`src/rtl/uart_pkg.sv`:
```
// Shared UART definitions: rx state encoding and default baud/data-width
// constants, kept common with the transmitter so both ends agree on timing.
package uart_pkg;

  localparam int DEFAULT_CLKS_PER_BIT = 434;
  localparam int DATA_BITS_DEF        = 8;

  typedef enum logic [2:0] {
    IDLE   = 3'd0,
    START  = 3'd1,
    DATA   = 3'd2,
    PARITY = 3'd3,
    STOP   = 3'd4,
    BRK    = 3'd5
  } rx_state_e;

  // Plain-vector copies of the encoding for logic-typed state registers.
  localparam logic [2:0] ST_IDLE   = 3'd0;
  localparam logic [2:0] ST_START  = 3'd1;
  localparam logic [2:0] ST_DATA   = 3'd2;
  localparam logic [2:0] ST_PARITY = 3'd3;
  localparam logic [2:0] ST_STOP   = 3'd4;
  localparam logic [2:0] ST_BRK    = 3'd5;

  function automatic int half_bit_last(input int clks_per_bit);
    return clks_per_bit / 2 - 1;
  endfunction

endpackage

```
`src/rtl/sync_2ff.sv`:
```
// Generic two-flop synchroniser for asynchronous inputs; RESET_VAL sets the
// level both flops hold in reset (1 suits idle-high serial lines and buttons).
module sync_2ff #(
  parameter int   WIDTH     = 1,
  parameter logic RESET_VAL = 1'b1
) (
  input  logic             clk,
  input  logic             reset_n,
  input  logic [WIDTH-1:0] i_d,
  output logic [WIDTH-1:0] o_q
);

  logic [WIDTH-1:0] r_meta;
  logic [WIDTH-1:0] r_sync;

  always_ff @(posedge clk or negedge reset_n) begin
    if (!reset_n) begin
      r_meta <= {WIDTH{RESET_VAL}};
      r_sync <= {WIDTH{RESET_VAL}};
    end else begin
      r_meta <= i_d;
      r_sync <= r_meta;
    end
  end

  assign o_q = r_sync;

endmodule

```
`src/rtl/uart_rx.sv`:
```
// UART receiver (8N1, or 8E1 with UART_RX_PARITY_EN) with a one-deep
// valid/ready holding register and framing/overrun (and parity) error pulses.
//   state  | meaning
//   IDLE   | line idle, waiting for a low level
//   START  | timing to mid start bit, rejects short glitches
//   DATA   | sampling data bits LSB first, one per bit period
//   PARITY | sampling the even parity bit (parity build only)
//   STOP   | sampling the stop bit, deciding deliver or framing error
//   BRK    | stop bit was low; waiting for the line to return high
module uart_rx
  import uart_pkg::*;
#(
  parameter int CLKS_PER_BIT = DEFAULT_CLKS_PER_BIT,
  parameter int DATA_BITS    = DATA_BITS_DEF
) (
  input  logic                 clk,
  input  logic                 reset_n,
  input  logic                 rx_in,
  output logic [DATA_BITS-1:0] rx_data,
  output logic                 rx_valid,
  input  logic                 rx_ready,
  output logic                 rx_busy,
  output logic                 frame_err,
  output logic                 overrun_err
`ifdef UART_RX_PARITY_EN
  ,
  output logic                 parity_err
`endif
);

  localparam int CNT_W = $clog2(CLKS_PER_BIT);
  localparam int IDX_W = $clog2(DATA_BITS + 1);

  localparam logic [CNT_W-1:0] BIT_LAST  = CNT_W'(CLKS_PER_BIT - 1);
  localparam logic [CNT_W-1:0] HALF_LAST = CNT_W'(half_bit_last(CLKS_PER_BIT));
  localparam logic [IDX_W-1:0] IDX_LAST  = IDX_W'(DATA_BITS - 1);

  logic                 w_rx_s;
  logic                 w_par_bad;
  logic [2:0]           r_state;
  logic [CNT_W-1:0]     r_cnt;
  logic [IDX_W-1:0]     r_idx;
  logic [DATA_BITS-1:0] r_shift;
  logic                 r_done;
  logic                 r_frame_err;
  logic [DATA_BITS-1:0] r_data;
  logic                 r_valid;
  logic                 r_overrun;

  sync_2ff #(
    .WIDTH     (1),
    .RESET_VAL (1'b1)
  ) u_sync (
    .clk     (clk),
    .reset_n (reset_n),
    .i_d     (rx_in),
    .o_q     (w_rx_s)
  );

`ifdef UART_RX_PARITY_EN
  logic r_par_bad;
  logic r_parity_err;

  always_ff @(posedge clk or negedge reset_n) begin
    if (!reset_n) begin
      r_par_bad    <= 1'b0;
      r_parity_err <= 1'b0;
    end else begin
      r_parity_err <= 1'b0;
      if (r_state == ST_PARITY && r_cnt == BIT_LAST) begin
        r_par_bad    <= ^{r_shift, w_rx_s};
        r_parity_err <= ^{r_shift, w_rx_s};
      end
    end
  end

  assign w_par_bad  = r_par_bad;
  assign parity_err = r_parity_err;
`else
  assign w_par_bad = 1'b0;
`endif

  always_ff @(posedge clk or negedge reset_n) begin
    if (!reset_n) begin
      r_state     <= ST_IDLE;
      r_cnt       <= '0;
      r_idx       <= '0;
      r_shift     <= '0;
      r_done      <= 1'b0;
      r_frame_err <= 1'b0;
    end else begin
      r_done      <= 1'b0;
      r_frame_err <= 1'b0;
      case (r_state)
        ST_IDLE: begin
          if (!w_rx_s) begin
            r_state <= ST_START;
            r_cnt   <= '0;
          end
        end
        ST_START: begin
          if (r_cnt == HALF_LAST) begin
            r_cnt   <= '0;
            r_idx   <= '0;
            r_state <= w_rx_s ? ST_IDLE : ST_DATA;
          end else begin
            r_cnt <= r_cnt + CNT_W'(1);
          end
        end
        ST_DATA: begin
          if (r_cnt == BIT_LAST) begin
            r_cnt   <= '0;
            r_shift <= {w_rx_s, r_shift[DATA_BITS-1:1]};
            r_idx   <= r_idx + IDX_W'(1);
            if (r_idx == IDX_LAST) begin
`ifdef UART_RX_PARITY_EN
              r_state <= ST_PARITY;
`else
              r_state <= ST_STOP;
`endif
            end
          end else begin
            r_cnt <= r_cnt + CNT_W'(1);
          end
        end
`ifdef UART_RX_PARITY_EN
        ST_PARITY: begin
          if (r_cnt == BIT_LAST) begin
            r_cnt   <= '0;
            r_state <= ST_STOP;
          end else begin
            r_cnt <= r_cnt + CNT_W'(1);
          end
        end
`endif
        ST_STOP: begin
          if (r_cnt == BIT_LAST) begin
            r_cnt <= '0;
            if (w_rx_s) begin
              r_done  <= !w_par_bad;
              r_state <= ST_IDLE;
            end else begin
              r_frame_err <= 1'b1;
              r_state     <= ST_BRK;
            end
          end else begin
            r_cnt <= r_cnt + CNT_W'(1);
          end
        end
        ST_BRK: begin
          // A held-low line stays here so it reports only one framing error.
          if (w_rx_s) begin
            r_state <= ST_IDLE;
          end
        end
        default: r_state <= ST_IDLE;
      endcase
    end
  end

  // The shift register is stable for the cycle after the stop sample because
  // a new frame cannot reach DATA that quickly.
  always_ff @(posedge clk or negedge reset_n) begin
    if (!reset_n) begin
      r_data    <= '0;
      r_valid   <= 1'b0;
      r_overrun <= 1'b0;
    end else begin
      r_overrun <= 1'b0;
      if (r_done) begin
        if (!r_valid || rx_ready) begin
          r_data  <= r_shift;
          r_valid <= 1'b1;
        end else begin
          r_overrun <= 1'b1;
        end
      end else if (r_valid && rx_ready) begin
        r_valid <= 1'b0;
      end
    end
  end

  assign rx_data     = r_data;
  assign rx_valid    = r_valid;
  assign rx_busy     = (r_state != ST_IDLE);
  assign frame_err   = r_frame_err;
  assign overrun_err = r_overrun;

endmodule

```
`config.mk`:
```
export PLATFORM = sky130hd
export DESIGN_NAME = uart_rx
export DESIGN_NICKNAME = d
export VERILOG_FILES = /design/src/rtl/uart_pkg.sv /design/src/rtl/sync_2ff.sv /design/src/rtl/uart_rx.sv
export SDC_FILE = /design/constraint.sdc
export NUM_CORES = 1
export LEC_CHECK = 0
export CORE_ASPECT_RATIO = 0.9
export CORE_MARGIN = 4
export CORE_UTILIZATION = 54
export DETAILED_ROUTE_END_ITERATION = 10
export PLACE_DENSITY_LB_ADDON = 0.15
export SLEW_MARGIN = 20
export SYNTH_ARGS = -nofsm -noshare
export SYNTH_HDL_FRONTEND = slang
export SYNTH_SLANG_ARGS = --single-unit
```
`constraint.sdc`:
```
create_clock -name clk -period 1.9 [get_ports clk]
set_clock_uncertainty 0.1 [all_clocks]
set_input_delay 0.38 -clock clk [delete_from_list [all_inputs] [get_ports clk]]
set_output_delay 0.38 -clock clk [all_outputs]
set_load 0.005 [all_outputs]
```
==> results.txt <==
GPL Wtd Cong: 0.8243
Final Cycle Share: 0.9610
Port Buf Inserts: 15
pin count of the biggest net entering global routing: 39
CTS Root Buffer Type: clkbuf_8
post-route insts no fill: 228
fin nets: 193
Max Root-Sink Buffers: 2
peak supply drop: 0.4944 mV
first-pass GRT wire length: 5.313 mm
dpl cells: 218
die width: 68.72 µm
Worst setup EP type: primary output
Slew @ Worst Pin: 0.4470 ns
die height: 62.65 µm
GRT Overall Usage: 0.1653
die area: 4305 µm²
CP Class: register to primary output
layout cells sized above 1: 0.2419
Synth Flop Type: dfrtp_1
Post-Syn Instances: 159
CTS tree: yes
Vias: 1,240
Vias per Instance: 5.439
pwr/cell area: 657.6 nW/µm²
minimum clock period: 1.826 ns
crit path launch type: register
sequential share of power: 0.582
Synth Area in Compound Gates: 0.1152
routed wl met2: 1.561 mm
origin of the worst setup path: r_state[0]
setup TNS: 0 ns
post-synthesis register bit count: 38
Rel. slew slack: 0.7020
Initial Util: 0.5753
Final Setup Violations: 0
core area: 3114 µm²
# IOs: 16
Num CTS Buffers: 5
DP HPWL: 2.223 mm
required time worst endpoint: 1.42 ns
switch share: 0.2071
Synth Area in XOR/XNOR: 0.01466
DRC Markers: 0
top sig layer: met4
initial drt markers: 40
most frequent cells in the layout: dfrtp_1 (36), nand2_1 (22), mux2_2 (15)
Internal: 1.110 mW
drt wl/cell: 13.85 µm
fmax: 547.7 MHz
Detailed Route WL: 3.157 mm
Synth warnings: 0
H-Tree Depth: 2
Area Growth Syn to Fin: 18.85%
synthesized area per cell: 11.27 µm²
Syn Nets: 167
Post-Synth Adder-Cell Area: 0.02793
Mapped Area: 1792 µm²
simple-gate share of the synthesized area: 0.1809
CP Data Arrival Time: 1.35 ns
Diodes inserted: 0
max-cap viol count: 0
clk sinks: 38
M1 WL: 1.414 mm
Comb pwr share: 0.017
Worst-Skew Late Latency: 0.29 ns
clock slew at reported path FFs: 0.07 ns
number of global-route vias before repair: 1,197
Hold WC Path Type: input pin to asynchronous set/reset pin
largest family of logic cells by synthesized area: simple AND/OR/NAND/NOR gates
final core occ: 0.6838
mux cell area share after synthesis: 0.09986
R2R Path Start: r_cnt[0]
Psw: 0.2900 mW
WL met3: 126 µm
DR pass1 iterations: 4
status: finished, final reports clean
row count: 19
initial antenna violation count: 0
EDFF count, synth: 0
clock power share: 0.402
Routed Antenna Nets: 0
global route overflow: 0
most common cell after layout, fill and taps aside: dfrtp_1
Max FO, Critical Path: 2
final hold vios: 0
unrepaired setup endpoints after global routing: no
Leak Pwr: 0.9777 nW
sequential share of the synthesized area: 0.5321
post-synthesis async set-or-reset flop share: 1.000
count of unique library cells instantiated by Yosys: 38
Slew Viols, Final: 0
[power groups by stage]
| stage | clock (mW) | combinational [mW] | sequential [mW] |
|---|---|---|---|
| 2_1_floorplan | 0 | 0.00245 | 0.829 |
| 3_3_place_gp | 0 | 0.0246 | 0.829 |
| 3_5_place_dp | 0 | 0.0253 | 0.830 |
| 4_1_cts | 0.581 | 0.0253 | 0.814 |
| 5_1_grt | 0.627 | 0.0283 | 0.814 |
| 6_report | 0.562 | 0.0236 | 0.814 |
[worst paths after layout]
kind	to	depth (start not counted)	slack [ns]
setup / recovery	rx_busy	2	0.07
hold / removal	overrun_err	2	0.02
setup reg to reg	r_state[1]	6	0.08
hold reg to reg	u_sync.o_q	0	0.26
max in group asynchronous	u_sync.r_meta	2	1.33
min in group clk	u_sync.o_q	0	0.26
[cells in the mapped netlist (all sizes together) (3+ instances only)]
library cell	n	area share
mux2	15	0.094
nand2	22	0.046
a21oi	3	0.0084
inv	7	0.015
o22ai	5	0.017
nor2	8	0.018
nor3	4	0.011
o211ai	3	0.015
xnor2	3	0.015
buf	4	0.015
nor2b	3	0.010
ha	4	0.028
nand3	7	0.020
dfrtp	36	0.50
o21ai	9	0.025
[through the flow]
| step | total power [mW] | worst slack [ns] | hold slack (ns) | cell area (µm²) |
|---|---|---|---|---|
| 2_1_floorplan | 0.8315 | 0.2060 | -0.01559 | 1792 |
| 3_3_place_gp | 0.8539 | 0.07119 | 0.2457 | 2008 |
| 3_5_place_dp | 0.8550 | 0.03829 | 0.2499 | 2008 |
| 4_1_cts | 1.420 | 0.008305 | 0.03821 | 2107 |
| 5_1_grt | 1.469 | 0.01188 | 0.05957 | 2130 |
| 6_report | 1.400 | 0.07402 | 0.02314 | 2130 |
[critical path: stages (launching register included)]
cell	delay [ns]
dfrtp_1	0.40
or3_4	0.39
dlygate4sd2_1	0.27
[layer usage]
metal | GRT usage | vias to the layer above
met5 | 0 | -
met4 | 0.07299 | 0
met3 | 0.04856 | 7
met2 | 0.2610 | 19
met1 | 0.2056 | 600
li1 | - | 614
[timing repair]
item / CTS / global route
hold buffers: 0 / 0
endpoints found under the setup margin: 1 / 10
pin swaps: 0 / 2
buffers inserted: 0 / 2
endpoints found under the hold margin: 0 / 0
resized for setup: 2 / 3
[cell families after synthesis]
group	count (synthesis)
compound gates	29
xor+xnor	3
fa+ha+maj	4
buf+inv	11
flops	38
mux	16
simple gates	58
[flip-flops by register name, summed over array words and instances, names as in the netlist, 3 cells and up]
name / count
r_state: 3
r_cnt: 9
r_idx: 4
r_shift: 8
rx_data: 8
[area by class of cell]
cell class / instances / area, µm²
Clock buffer: 6 / 82.58
Multi-Input combinational cell: 110 / 798.3
Inverter: 7 / 26.28
Clock inverter: 2 / 12.51
Fill cell: 230 / 984.7
Sequential cell: 38 / 953.4
Tap cell: 42 / 52.55
Timing Repair Buffer: 23 / 203.9
Note: power is estimated with default switching activity, not from simulation.
